## src/rtl/stack_cpu_ctrl.sv

```systemverilog
// Multi-cycle control unit for a stack processor; operand stack held internally, ALU external.
// Define STACK_CPU_CTRL_STALL_EN to add rom_ready/ram_ready handshakes for variable-latency memories.
module stack_cpu_ctrl #(
  parameter int DATA_W      = 8,
  parameter int ADDR_W      = 5,
  parameter int OPC_W       = 5,
  parameter int STACK_DEPTH = 16,
  localparam int INST_W     = OPC_W + DATA_W,
  localparam int SP_W       = $clog2(STACK_DEPTH + 1)
) (
  input  logic              clock,
  input  logic              reset,
  input  logic              start,
`ifdef STACK_CPU_CTRL_STALL_EN
  input  logic              rom_ready,
  input  logic              ram_ready,
`endif
  output logic              busy,
  output logic              done,
  output logic              err,
  output logic [1:0]        err_code,
  output logic [ADDR_W-1:0] pc,
  output logic [SP_W-1:0]   sp,
  output logic              rom_en,
  output logic [ADDR_W-1:0] rom_addr,
  input  logic [INST_W-1:0] rom_rdata,
  output logic              ram_en,
  output logic              ram_wren,
  output logic [ADDR_W-1:0] ram_addr,
  output logic [DATA_W-1:0] ram_wdata,
  input  logic [DATA_W-1:0] ram_rdata,
  output logic [OPC_W-1:0]  alu_op,
  output logic [DATA_W-1:0] alu_a,
  output logic [DATA_W-1:0] alu_b,
  input  logic [DATA_W-1:0] alu_result,
  input  logic              alu_flag
);

  localparam int IDX_W = $clog2(STACK_DEPTH);

  typedef enum logic [2:0] {
    S_IDLE, S_FETCH, S_FETCH_W, S_DECODE, S_MEM_RD, S_MEM_W, S_EXEC, S_ERROR
  } state_t;

  state_t state, state_nx;

  logic [INST_W-1:0] ir;
  logic [DATA_W-1:0] stack_mem [STACK_DEPTH];
  logic [ADDR_W-1:0] pc_nx;
  logic [SP_W-1:0]   sp_nx;
  logic              err_nx;
  logic [1:0]        err_code_nx;
  logic              ir_ld;
  logic              stk_we;
  logic [IDX_W-1:0]  stk_idx;
  logic [DATA_W-1:0] stk_data;
  logic              rom_ok;
  logic              ram_ok;
  logic              stall;

`ifdef STACK_CPU_CTRL_STALL_EN
  assign rom_ok = rom_ready;
  assign ram_ok = ram_ready;
  assign stall  = 1'b1;
`else
  assign rom_ok = 1'b1;
  assign ram_ok = 1'b1;
  assign stall  = 1'b0;
`endif

  logic [OPC_W-1:0]  opc;
  logic [DATA_W-1:0] operand;
  logic [ADDR_W-1:0] target;
  logic [ADDR_W-1:0] pc_inc;
  logic [IDX_W-1:0]  top_idx, nos_idx;
  logic [DATA_W-1:0] top, nos;

  assign opc     = ir[INST_W-1:DATA_W];
  assign operand = ir[DATA_W-1:0];
  assign target  = operand[ADDR_W-1:0];
  assign pc_inc  = pc + ADDR_W'(1);
  assign top_idx = sp[IDX_W-1:0] - IDX_W'(1);
  assign nos_idx = sp[IDX_W-1:0] - IDX_W'(2);
  assign top     = stack_mem[top_idx];
  assign nos     = stack_mem[nos_idx];

  logic is_push, is_pushi, is_pusht, is_pop, is_bin, is_not, is_goto, is_cond, is_halt;
  logic legal, need1, need2, grows, sp_ge1, sp_ge2, full;

  assign is_push  = (opc == OPC_W'(0));
  assign is_pushi = (opc == OPC_W'(1));
  assign is_pusht = (opc == OPC_W'(2));
  assign is_pop   = (opc == OPC_W'(3));
  assign is_bin   = (opc >= OPC_W'(4)) && (opc <= OPC_W'(12));
  assign is_not   = (opc == OPC_W'(13));
  assign is_goto  = (opc == OPC_W'(14));
  assign is_cond  = (opc >= OPC_W'(15)) && (opc <= OPC_W'(19));
  assign is_halt  = (opc == OPC_W'(31));
  assign legal    = is_push | is_pushi | is_pusht | is_pop | is_bin | is_not | is_goto | is_cond | is_halt;
  assign need1    = is_pusht | is_pop | is_not;
  assign need2    = is_bin | is_cond;
  assign grows    = is_push | is_pushi | is_pusht;
  assign sp_ge1   = (sp != '0);
  assign sp_ge2   = (sp >= SP_W'(2));
  assign full     = (sp >= SP_W'(STACK_DEPTH));

  always_ff @(posedge clock) begin
    if (reset) begin
      state    <= S_IDLE;
      pc       <= '0;
      sp       <= '0;
      err      <= 1'b0;
      err_code <= '0;
      ir       <= '0;
    end else begin
      state    <= state_nx;
      pc       <= pc_nx;
      sp       <= sp_nx;
      err      <= err_nx;
      err_code <= err_code_nx;
      if (ir_ld) ir <= rom_rdata;
    end
  end

  // Stack storage is deliberately not reset.
  always_ff @(posedge clock) begin
    if (!reset && stk_we) stack_mem[stk_idx] <= stk_data;
  end

  always_comb begin
    state_nx    = state;
    pc_nx       = pc;
    sp_nx       = sp;
    err_nx      = err;
    err_code_nx = err_code;
    ir_ld       = 1'b0;
    stk_we      = 1'b0;
    stk_idx     = sp[IDX_W-1:0];
    stk_data    = operand;
    busy        = 1'b1;
    done        = 1'b0;
    rom_en      = 1'b0;
    rom_addr    = '0;
    ram_en      = 1'b0;
    ram_wren    = 1'b0;
    ram_addr    = '0;
    ram_wdata   = '0;
    alu_op      = '0;
    alu_a       = '0;
    alu_b       = '0;
    case (state)
      S_IDLE, S_ERROR: begin
        busy = 1'b0;
        if (start) begin
          state_nx = S_FETCH;
          pc_nx    = '0;
          if (state == S_ERROR) begin
            sp_nx       = '0;
            err_nx      = 1'b0;
            err_code_nx = '0;
          end
        end
      end
      S_FETCH: begin
        rom_en   = 1'b1;
        rom_addr = pc;
        state_nx = S_FETCH_W;
      end
      S_FETCH_W: begin
        rom_en   = stall;
        rom_addr = stall ? pc : '0;
        if (rom_ok) begin
          ir_ld    = 1'b1;
          state_nx = S_DECODE;
        end
      end
      S_DECODE: begin
        if (!legal) begin
          state_nx = S_ERROR; err_nx = 1'b1; err_code_nx = 2'b11;
        end else if ((need1 && !sp_ge1) || (need2 && !sp_ge2)) begin
          state_nx = S_ERROR; err_nx = 1'b1; err_code_nx = 2'b01;
        end else if (grows && full) begin
          state_nx = S_ERROR; err_nx = 1'b1; err_code_nx = 2'b10;
        end else begin
          state_nx = is_push ? S_MEM_RD : S_EXEC;
        end
      end
      S_MEM_RD: begin
        ram_en   = 1'b1;
        ram_addr = target;
        state_nx = S_MEM_W;
      end
      S_MEM_W: begin
        ram_en   = stall;
        ram_addr = stall ? target : '0;
        if (ram_ok) begin
          stk_we   = 1'b1;
          stk_data = ram_rdata;
          sp_nx    = sp + SP_W'(1);
          pc_nx    = pc_inc;
          state_nx = S_FETCH;
        end
      end
      S_EXEC: begin
        alu_op   = opc;
        alu_a    = sp_ge1 ? top : '0;
        alu_b    = (sp_ge2 && !is_not) ? nos : '0;
        pc_nx    = pc_inc;
        state_nx = S_FETCH;
        if (is_pushi || is_pusht) begin
          stk_we   = 1'b1;
          stk_data = is_pusht ? top : operand;
          sp_nx    = sp + SP_W'(1);
        end else if (is_pop) begin
          ram_en    = 1'b1;
          ram_wren  = 1'b1;
          ram_addr  = target;
          ram_wdata = top;
          if (ram_ok) begin
            sp_nx = sp - SP_W'(1);
          end else begin
            pc_nx    = pc;
            state_nx = S_EXEC;
          end
        end else if (is_bin) begin
          stk_we   = 1'b1;
          stk_idx  = nos_idx;
          stk_data = alu_result;
          sp_nx    = sp - SP_W'(1);
        end else if (is_not) begin
          stk_we   = 1'b1;
          stk_idx  = top_idx;
          stk_data = alu_result;
        end else if (is_goto) begin
          pc_nx = target;
        end else if (is_cond) begin
          sp_nx = sp - SP_W'(2);
          pc_nx = alu_flag ? target : pc_inc;
        end else if (is_halt) begin
          done     = 1'b1;
          pc_nx    = pc;
          state_nx = S_IDLE;
        end
      end
      default: state_nx = S_IDLE;
    endcase
    // A reset arriving mid-instruction must not let a RAM access through.
    ram_en   = ram_en & ~reset;
    ram_wren = ram_wren & ~reset;
  end

endmodule
```

## config.mk

```make
export PLATFORM = sky130hd
export DESIGN_NAME = stack_cpu_ctrl
export DESIGN_NICKNAME = d
export VERILOG_FILES = /design/src/rtl/stack_cpu_ctrl.sv
export SDC_FILE = /design/constraint.sdc
export NUM_CORES = 1
export LEC_CHECK = 0
export ABC_AREA = 0
export CORE_UTILIZATION = 34
export DETAILED_ROUTE_END_ITERATION = 10
export SLEW_MARGIN = 15
export SYNTH_ARGS = -nofsm -noshare
export SYNTH_HDL_FRONTEND = slang
export SYNTH_SLANG_ARGS = --single-unit
export TNS_END_PERCENT = 100
```

## constraint.sdc

```tcl
create_clock -name clock -period 4.87 [get_ports clock]
set_input_delay 0.974 -clock clock [delete_from_list [all_inputs] [get_ports clock]]
set_output_delay 0.974 -clock clock [all_outputs]
set_load 0.005 [all_outputs]
```

After elaboration in Yosys (flattened, before gate mapping)
Memories as Yosys holds them, arrays and structs flattened.
Index checks and enable logic that the tools add are counted.
{"block": "totals", "register_bits": 29, "ramBits": 128, "output_inout_bits": 57, "mem_count": 1}
{"name": "stack_mem", "words": 16, "width": 8, "read_ports": 2, "rd_clocked_by_memory_dff": 0, "write_ports": 1, "line_no": "48", "text": "logic [DATA_W-1:0] stack_mem [STACK_DEPTH];"}
{"block": "op_classes", "add_sub_neg": 6, "n_lt_le_gt_ge": 6, "eq_ne": 20, "muxes": 89, "bitwise": 14, "reduce_logical": 22}
{"operator": "$mux 5", "count": 21}
{"operator": "$mux 8", "count": 12}
{"operator": "$mux 1", "count": 32}
{"operator": "$pmux 5 s3", "count": 2}
{"operator": "$pmux 3 s7", "count": 1}
{"operator": "$mux 4", "count": 5}
{"operator": "$mux 2", "count": 9}
{"operator": "$pmux 8 s2", "count": 1}
{"operator": "$ne 5x5->1 const B", "count": 3}
{"operator": "$eq 3x3->1 const B", "count": 4}
{"operator": "$or 1x1->1", "count": 11}
{"operator": "$add 5x1->5 const B", "count": 2}
{"operator": "$eq 5x2->1 const B", "count": 2}
{"operator": "$eq 5x4->1 const B", "count": 2}
{"operator": "$pmux 5 s2", "count": 1}
{"operator": "$ne 8x8->1 const B", "count": 1}
{"operator": "$logic_and 1x1->1", "count": 7}
{"operator": "$eq 3x2->1 const B", "count": 2}
{"operator": "$pmux 1 s2", "count": 3}
{"operator": "$reduce_and 6->1", "count": 1}
{"operator": "$eq 5x1->1 const B", "count": 1}
{"operator": "$eq 5x5->1 const B", "count": 1}
{"operator": "$ge 5x2->1 const B", "count": 1}
{"operator": "$ge 5x3->1 const B", "count": 1}
{"operator": "other kinds (25)", "count": 31}

Depth between registers and ports, before layout
Gate-level depths: netlist of run 1.
{"block": "depth", "depth_word": 11, "ltp_mapped": 11, "depth_no_buf": 8}

Worst setup path after synthesis of run 1
No wires, ideal clock.
{"block": "synth_path", "path_type": "register to output", "startpoint": "register sp[1]", "endpoint": "output port alu_a[2]", "t_arrival_ps": 2518, "required_time_ps": 3896, "slack_ps": 1378, "path_stages_with_launch": 9, "n_path_buf": 3, "cell_sequence": "dfxtp_1 buf_2 inv_1 ha_1 buf_2 clkbuf_1 mux4_2 mux4_2 and2_1"}
{"block": "synth_via", "elab_chain_len": 4, "elab_cells_between_ends": 5, "cone_classes": "1 x add/sub; 2 x mux; 1 x reduce/logical; 1 x memory"}
{"element": "start, declared", "line_no": "23", "text": "output logic [SP_W-1:0] sp,"}
{"element": "start signal, assigned", "line_no": "118", "text": "sp <= sp_nx;"}
{"element": "$sub 4x1->4", "line_no": "82", "text": "assign top_idx = sp[IDX_W-1:0] - IDX_W'(1);"}
{"element": "$mem_v2 16x8"}
{"element": "$mux 8 *", "line_no": "206", "text": "alu_a = sp_ge1 ? top : '0;"}
{"element": "$mux 8 *", "line_no": "151", "text": "case (state)"}
{"element": "end, declared", "line_no": "33", "text": "output logic [DATA_W-1:0] alu_a,"}
Every way passes the cells marked *; elsewhere a longest branch is shown, timed or not.

Worst setup path in the final report of run 1
{"block": "layout_path", "startpoint": "register sp[2]", "endpoint": "output port alu_b[4]"}
{"block": "layout_via", "elab_chain_len": 4, "elab_cells_between_ends": 6, "cone_classes": "1 x add/sub; 1 x order compare; 2 x mux; 1 x reduce/logical; 1 x memory"}
{"element": "$sub 4x2->4 or $ge 5x2->1 (tied branches)", "line_no": "83, 104"}
{"element": "$mem_v2 16x8 or $logic_and 1x1->1 (tied branches)"}
{"element": "$mux 8 *", "line_no": "207", "text": "alu_b = (sp_ge2 && !is_not) ? nos : '0;"}
{"element": "$mux 8 *", "line_no": "151"}
{"element": "end, declared", "line_no": "34", "text": "output logic [DATA_W-1:0] alu_b,"}
Marks and branches as above.

==> run_results.csv, run 1 <==
group,metric,value,unit
synth,synthFlopType,"edfxtp_1",
place,place_congestion,0.863,
floorplan,die-width,161,um
synth,yosysSeqAreaShare,51.6,%
timing,worstMarginPinSlew,1150,ps
critical_path,slowest_stage,"a2111oi_0",
timing,setup_violations,0,
clock_network,clkSinkCount,157,
clock_network,clk_latency,420,ps
clock_network,clockBufferDepth,2,
floorplan,fp-row-count,57,
place,numPortBuffers,89,
power_and_ir_drop,power_frac_clock,42.9,%
grt,grt_pass1_wl,37.2,mm
synth,yosys_warnings,0,
route,wire_per_inst,22.8,um
power_and_ir_drop,powerDensity,296,nW/um^2
critical_path,path_class,"reg -> out",
timing,fin_crit_sh,89.8,%
clock_network,cts_buffers,17,
route,route.detailed.drc,0,
timing,fin_crit,4380,ps
power_and_ir_drop,ir_drop,0.225,mV
grt,grt_antenna_before_repair,0,
grt,grt_max_degree,47,
critical_path,crit_chain,"inv_1, ha_1, inv_1, a2111oi_0, or3_1, nor2b_1, clkdlybuf4s50_1",
grt,grt.total_usage,19.8,%
route,vias_per_cell,5.61,
critical_path,worstPathRequired,3900,ps
floorplan,ioPinCount,90,
critical_path,cp_max_fo,11,
clock_network,cts_tree,"built",
critical_path,cp.arrival,3400,ps
power_and_ir_drop,power_switching_share,24.0,%
timing,layout_setup_ws,495,ps
grt,grt_pass1_vias,5846,
timing,slew_headroom,23.2,%
power_and_ir_drop,leakage,3.39,nW
place,hpwl,17.1,mm
route,firstDrtPassIters,5,
floorplan,die_h,161,um
floorplan,initial_utilization,35.0,%
clock_network,cts-root-buf,"clkbuf_16",
timing,setup_tns,0,ps
synth,synth_cell_types,70,
timing,slew_violations,0,
critical_path,r2r_setup_slack,1450,ps
outcome,status,"finished clean",
timing,hold_ws,462,ps
power_and_ir_drop,internal_power,2.36,mW
job,max_cap_violations,0,
layout,layout-drive-gt1-share,20.5,%
layout,finalNetCount,778,
critical_path,critPathCaptureType,"output pin",
floorplan,dieArea,25900,um^2
clock_network,htree_levels,4,
critical_path,critPathLaunchType,"flop",
clock_network,cts_setup_buffers,0,
route,vias,6029,
layout,final_cell_mix,"128 x edfxtp_1, 89 x clkdlybuf4s50_1, 74 x mux4_2",
route,ant_nets,0,
synth,syn_area,8580,um^2
timing,skew,8.18,ps
clock_network,clkTransAtPathRegs,60,ps
clock_network,cts-resized-gates,0,
synth,async_flop_share,0,%
timing,hold_viol,0,
critical_path,critPathTopFamily,"compound AO/OA/AOI/OAI gates",
synth,syn-num-nets,685,
synth,ys_seq_elements,157,
worst_hold_path,min_path_type,"reg -> reg",
timing,rsz0062_at_grt,"false",
floorplan,core_area,24500,um^2
power_and_ir_drop,combPwrFrac,8.7,%
place,pre_cts_slack,990,ps
power_and_ir_drop,p_switching,744,uW
route,wl,24.5,mm
route,drt-initial-drc-count,564,
layout,mostFrequentLayoutCell,"edfxtp_1",
synth,synth_edf_count,128,
clock_network,hold_buffers,0,
synth,synthCells,645,
critical_path,cp_num_buf_inv,3,
synth,syn_area_per_cell,13.3,um^2
power_and_ir_drop,power_frac_seq,48.4,%
layout,area_growth,22.1,%
timing,fmax,229,MHz
critical_path,cpPeakStageDelay,850,ps
critical_path,crit_top_cell,"inv_1",
layout,antennaDiodeCount,0,
grt,grt_overflow,0,
-- registers in the layout, summed over array words and instances (netlist names) --
| name | cells |
|---|---|
| pc | 5 |
| err_code | 2 |
| stack_mem | 128 |
| sp | 5 |
| err | 1 |
| ir | 13 |
| state | 3 |
-- final cells by class --
class / instances / area, um^2
Fill cell: 2267 / 14100
Timing Repair Buffer: 119 / 1130
Sequential cell: 157 / 4430
Multi-Input combinational cell: 433 / 3880
Clock inverter: 15 / 165
Clock buffer: 17 / 425
Inverter: 10 / 37.5
Tap cell: 324 / 405
-- routing by layer --
layer | share of wire [%] | GRT usage, %
met5 | 0 | 0
met4 | 2.3 | 6.35
met3 | 8.1 | 4.52
met2 | 47 | 31.8
met1 | 42 | 26.4
-- Yosys cell counts, drive strengths merged (3+ instances only) --
master | count | area share (%)
o211a | 4 | 0.47
or3 | 3 | 0.22
nor3 | 9 | 0.58
and2 | 37 | 2.7
mux2i | 7 | 0.82
inv | 10 | 0.44
a22o | 6 | 0.61
mux4 | 74 | 19
nor2 | 47 | 2.1
a21oi | 32 | 1.9
nand2b | 6 | 0.47
nor4 | 3 | 0.22
xnor2 | 6 | 0.61
dfxtp | 29 | 6.8
nand3b | 6 | 0.53
ha | 7 | 1.0
a222oi | 5 | 0.58
edfxtp | 128 | 45
buf | 29 | 2.2
a2bb2oi | 5 | 0.58
o21ai | 19 | 1.2
xor2 | 5 | 0.69
o22ai | 4 | 0.29
nand3 | 8 | 0.47
a211oi | 9 | 0.93
nor2b | 17 | 1.2
or2 | 3 | 0.22
nand2 | 69 | 3.0
a41oi | 3 | 0.31
clkbuf | 16 | 0.71
a22oi | 7 | 0.61
-- cells by family after synthesis --
family | synth area share [%]
compound gates | 9.64
buf+inv | 3.31
flops | 51.6
fa+ha+maj | 1.02
xor+xnor | 1.30
simple gates | 12.9
mux | 20.3
-- power groups by stage --
stage                     Sequential (mW)  Combinational (mW)  Clock, mW
final                                1.50               0.268       1.33
after global routing                 1.50               0.292       1.41
after CTS                            1.50               0.267       1.36
after detailed placement             1.53               0.266          0
after global placement               1.53               0.265          0
after floorplan                      1.51               0.181          0
-- worst paths after layout --
kind / from / to / depth (start not counted)
hold / removal: ir[6] / ir[6] / 2
setup / recovery: sp[2] / alu_b[4] / 7
hold reg to reg: ir[6] / ir[6] / 2
setup reg to reg: sp[2] / stack_mem[14][5] / 10
-- worst reg2reg max path, stage by stage, from the launching register on --
cell     delay (ps)
dfxtp_1         580
inv_1           160
ha_1            290
xor2_2          430
buf_4           270
inv_1            80
a22oi_1         200
o22a_1          190
nand3_1         150
nor2_1          510
buf_4           290
-- through the flow --
| step | area, um^2 | power [mW] | cells | utilization [%] |
|---|---|---|---|---|
| 2_1_floorplan | 8580 | 1.69 | 645 | - |
| 3_3_place_gp | 9870 | 1.79 | 1043 | 40.2 |
| 3_5_place_dp | 9870 | 1.79 | 1043 | 40.2 |
| 4_1_cts | 10500 | 3.12 | 1075 | 42.7 |
| 5_1_grt | 10500 | 3.21 | 1075 | 42.7 |
| 6_report | 10500 | 3.10 | 1075 | 42.7 |
Power figures use the tool's default switching activity.
==> run 2, diff against run 1 <==
- CORE_MARGIN: unset -> 2
==> run 2 against run 1 <==
Against the previous run:
- combinational power is 1% lower
- sequential power about the same
- cell area about the same
- clock power decreased by 5%
- sequential share of layout area about the same
- wire length shrank 0.57%
- worst hold slack better by 0.86 ps
- count of clock-buffer cells in the layout increased by 3
- critical path type unchanged
- largest power group unchanged
- highest routed layer unchanged
==> run_results.csv, run 2 (same netlist as run 1, synthesis figures left out) <==
group,metric,value,unit
outcome,status,"finished clean",
worst_hold_path,min_path_type,"reg -> reg",
clock_network,cts-resized-gates,0,
route,firstDrtPassIters,7,
clock_network,cts-root-buf,"clkbuf_16",
route,wl,24.4,mm
timing,setup_tns,0,ps
power_and_ir_drop,powerDensity,289,nW/um^2
critical_path,cp.arrival,3390,ps
place,pre_cts_slack,958,ps
critical_path,critPathTopFamily,"buffers and inverters",
critical_path,worstPathRequired,3900,ps
timing,slew_violations,0,
critical_path,crit_chain,"inv_2, ha_1, xor2_2, buf_4, mux4_2, a211oi_1, a31oi_1, and2_1, clkdlybuf4s50_1",
timing,hold_viol,0,
worst_hold_path,min_from,"ir[6]",
power_and_ir_drop,ir_drop,0.273,mV
floorplan,die_h,163,um
critical_path,r2r_setup_slack,1280,ps
route,ant_nets,0,
worst_hold_path,min_path_cells,2,
critical_path,reg2regPathDepth,8,
clock_network,clk_latency,430,ps
layout,finalNetCount,780,
timing,setup_violations,0,
critical_path,critPathLaunchType,"flop",
layout,final_cell_count_no_fill,1083,
clock_network,htree_levels,4,
timing,slew_headroom,23.7,%
critical_path,slowest_stage,"xor2_2",
timing,rsz0062_at_grt,"false",
layout,fillers,2288,
floorplan,ioPinCount,90,
grt,grt_pass1_vias,5950,
critical_path,rr_startpoint,"state[2]",
layout,antennaDiodeCount,0,
floorplan,core_area,25000,um^2
floorplan,initial_utilization,34.4,%
clock_network,hold_buffers,0,
timing,fmax,229,MHz
floorplan,die-width,163,um
critical_path,path_class,"reg -> out",
critical_path,cp_num_buf_inv,3,
layout,final_util,41.9,%
place,place_area,9900,um^2
critical_path,critPathCaptureType,"output pin",
route,route.detailed.drc,0,
layout,regMostFlops,"stack_mem",
clock_network,clkTransAtPathRegs,60,ps
job,max_cap_violations,0,
layout,layout-drive-gt1-share,20.8,%
floorplan,dieArea,26500,um^2
grt,grt_max_degree,71,
grt,grt_pass1_wl,37.0,mm
layout,design_area,10500,um^2
layout,largest_reg_flops,128,
timing,skew,12.7,ps
worst_hold_path,hold_path_end,"ir[6]",
place,place_congestion,0.832,
layout,final_cell_mix,"128 x edfxtp_1, 89 x clkdlybuf4s50_1, 74 x mux4_2",
route,drt-initial-drc-count,626,
grt,grt_antenna_before_repair,0,
floorplan,fp-row-count,58,
route,vias_per_cell,5.56,
critical_path,cp_max_fo,9,
timing,layout_setup_ws,506,ps
clock_network,cts_setup_buffers,0,
place,numPortBuffers,89,
clock_network,cts_buffers,17,
place,dp_cells,1051,
timing,worstMarginPinSlew,1140,ps
timing,fin_crit,4360,ps
clock_network,clkSinkCount,157,
layout,mostFrequentLayoutCell,"edfxtp_1",
critical_path,cpPeakStageDelay,450,ps
clock_network,clockBufferDepth,2,
route,vias,6023,
grt,grt.total_usage,19.0,%
clock_network,cts_tree,"built",
grt,grt_overflow,0,
timing,fin_crit_sh,89.6,%
route,wire_per_inst,22.5,um
place,hpwl,16.7,mm
critical_path,r2r-end,"stack_mem[4][2]",
power_and_ir_drop,leakage,3.40,nW
layout,area_growth,22.0,%
layout,top_regs,"stack_mem (128), ir (13)",
-- run 2: stage by stage --
step                hold slack, ps  power (mW)
detailed placement             450        1.79
global placement               444        1.79
CTS                            458        3.05
floorplan                      436        1.69
global route                   476        3.14
finish                         463        3.03
-- run 2: worst max-delay path by stage --
stage              endpoint  cells past startpoint   from
2_1_floorplan      alu_a[2]                      8  sp[1]
3_3_place_gp       alu_a[1]                      9  sp[0]
3_5_place_dp       alu_a[1]                      9  sp[0]
4_1_cts            alu_a[1]                      9  sp[0]
5_1_grt        ram_wdata[1]                      9  sp[0]
6_report           alu_a[1]                      9  sp[0]
-- run 2: layout make-up --
cell class / count / area, um^2 / share of cell area [%]
multi-input combinational: 433 / 3880 / 37.1
inverter: 10 / 37.5 / 0.359
timing repair buffer: 121 / 1140 / 10.9
sequential: 157 / 4430 / 42.3
clock buffer: 20 / 457 / 4.36
clock inverter: 12 / 105 / 1.00
tap: 330 / 413 / 3.95
-- run 2: tightest hold or removal path: stages, from the launching register on --
cell and delay [ps]:
dfxtp_1 310, nand2_1 50, a21oi_1 50
-- run 2: where the power goes --
| group | leakage, nW | switching, mW | total (mW) | internal [mW] |
|---|---|---|---|---|
| clock | 0.280 | 0.571 | 1.26 | 0.693 |
| combinational | 1.70 | 0.143 | 0.264 | 0.121 |
| sequential | 1.42 | 0.0313 | 1.50 | 1.47 |
-- run 2: routing by layer --
metal | track usage, % | share of wire [%]
met5 | 0 | 0
met4 | 5.15 | 1.6
met3 | 4.15 | 6.5
met2 | 31.6 | 48
met1 | 25.1 | 43
==> run 3, diff against run 2 <==
- CORE_MARGIN: 2 -> 4
- CTS_BUF_LIST: unset -> sky130_fd_sc_hd__clkbuf_4
==> run 3 against run 2 <==
Against the previous run:
- combinational power grew 2%
- power shrank 14%
- wire length grew 1.2%
- register-to-register slack gained 70 ps
- first-iteration DRC count shrank 1.8%
- utilization shrank 0.27 points
- via count grew 0.98%
- sequential share of layout area grew 1.0 points
- sequential power is essentially flat
- critical endpoint is now alu_a[2]
- largest power group unchanged
==> run_results.csv, run 3 (same netlist as run 1, synthesis figures left out) <==
group,metric,value,unit
route,drt-initial-drc-count,615,
power_and_ir_drop,leakage,3.30,nW
power_and_ir_drop,ir_drop,0.152,mV
grt,grt_overflow,0,
floorplan,initial_utilization,35.0,%
floorplan,core_area,24500,um^2
route,wire_per_inst,22.8,um
timing,setup_violations,0,
layout,final_util,41.7,%
timing,skew,30.4,ps
worst_hold_path,min_path_type,"reg -> reg",
clock_network,clk_latency,580,ps
critical_path,critPathLaunchType,"flop",
route,ant_nets,0,
worst_hold_path,min_path_cells,2,
grt,grt_pass1_wl,37.7,mm
outcome,status,"finished clean",
timing,fin_crit_sh,97.3,%
clock_network,htree_levels,4,
critical_path,crit_chain,"inv_2, ha_1, xnor2_1, buf_4, mux4_2, and2_1, clkdlybuf4s50_1",
timing,layout_setup_ws,132,ps
grt,grt.total_usage,17.9,%
power_and_ir_drop,powerDensity,256,nW/um^2
place,place_congestion,0.854,
critical_path,cpPeakStageDelay,840,ps
critical_path,reg2regPathDepth,10,
timing,worstMarginPinSlew,1130,ps
layout,design_area,10200,um^2
route,vias,6082,
critical_path,critPathCaptureType,"output pin",
critical_path,cp_num_buf_inv,3,
place,pre_cts_slack,660,ps
layout,layout-drive-gt1-share,21.1,%
grt,grt_antenna_before_repair,1,
floorplan,die-width,167,um
clock_network,cts-root-buf,"clkbuf_4",
timing,hold_viol,0,
grt,grt_max_degree,41,
clock_network,cts_tree,"built",
route,wl,24.7,mm
timing,fin_crit,4740,ps
route,firstDrtPassIters,5,
job,max_cap_violations,0,
critical_path,cp_max_fo,9,
place,hpwl,17.2,mm
timing,slew_headroom,24.2,%
critical_path,critPathTopFamily,"buffers and inverters",
power_and_ir_drop,p_total,2.62,mW
critical_path,crit_cells,7,
timing,rsz0062_at_grt,"true",
grt,grt_pass1_vias,5964,
timing,fmax,211,MHz
critical_path,worstPathRequired,3900,ps
route,route.detailed.drc,0,
clock_network,cts_buffers,17,
layout,final_cell_mix,"128 x edfxtp_1, 89 x clkdlybuf4s50_1, 74 x mux4_2",
place,dp_cells,1046,
floorplan,ioPinCount,90,
layout,final_cell_count_no_fill,1080,
layout,regMostFlops,"stack_mem",
clock_network,clkSinkCount,157,
layout,largest_reg_flops,128,
clock_network,clkTransAtPathRegs,140,ps
layout,finalNetCount,782,
place,place_area,9880,um^2
critical_path,path_class,"reg -> out",
place,numPortBuffers,89,
layout,mostFrequentLayoutCell,"edfxtp_1",
clock_network,hold_buffers,0,
critical_path,slowest_stage,"xnor2_1",
floorplan,fp-row-count,57,
clock_network,clockBufferDepth,2,
layout,top_regs,"stack_mem (128), ir (13)",
timing,slew_violations,0,
floorplan,dieArea,27800,um^2
route,vias_per_cell,5.63,
floorplan,die_h,167,um
critical_path,cp.arrival,3760,ps
layout,area_growth,19.2,%
run 3: cell count changes in the layout (fill, tap and decap cells not counted), moves of 2 or more:
| cell | previous run | this run |
|---|---|---|
| buf_4 | 31 | 33 |
| inv_8 | 1 | 3 |
| clkbuf_4 | 0 | 17 |
| bufinv_16 | 0 | 2 |
| clkbuf_16 | 17 | 0 |
| clkinv_4 | 4 | 1 |
| clkbuf_8 | 2 | 0 |
| a21oi_1 | 29 | 31 |
| a21oi_2 | 3 | 1 |
run 3: final timing paths:
kind | from | slack [ps] | endpoint
min | ir[7] | 470 | ir[7]
min reg2reg | ir[7] | 470 | ir[7]
max reg2reg | sp[2] | 1350 | stack_mem[9][5]
max | sp[0] | 130 | alu_a[2]
run 3: area by class of cell:
class	count	area [um^2]
fillers	2334	14300
flip-flops and latches	157	4430
multi-input cells	433	3890
repair buffers	123	1150
well taps	324	405
clock inverters	15	176
clock buffers	17	128
inverters	10	37.5
diodes	1	2.50
run 3: layer usage:
| layer | vias to the layer above | track usage, % | wire length [um] |
|---|---|---|---|
| li1 | 2707 | - | - |
| met1 | 3041 | 24.8 | 10500 |
| met2 | 297 | 28.3 | 11600 |
| met3 | 37 | 4.22 | 1940 |
| met4 | 0 | 5.02 | 650 |
| met5 | - | 0 | 0 |
run 3: repair_timing:
action                                  in CTS  in global routing
hold endpoints to repair                     0                  0
endpoints found under the setup margin       0                 19
buffers inserted                             0                  0
gates resized for setup                      0                  3
run 3: tightest hold or removal path: stages (launching register included):
cell,delay [ps]
dfxtp_1,340
nand2_1,50
a21oi_1,50
run 3: per-stage QoR:
step | TNS [ps] | hold slack [ps]
after global placement | 0 | 445
final | 0 | 470
after detailed placement | 0 | 451
after CTS | 0 | 470
after floorplan | 0 | 436
after global routing | -158 | 493
run 3: where the power goes:
group,internal (mW),leakage (nW),total (mW),switching (mW)
Clock,0.325,0.171,0.852,0.526
Sequential,1.47,1.42,1.50,0.0292
Combinational,0.123,1.71,0.269,0.146
Total,1.92,3.30,2.62,0.701
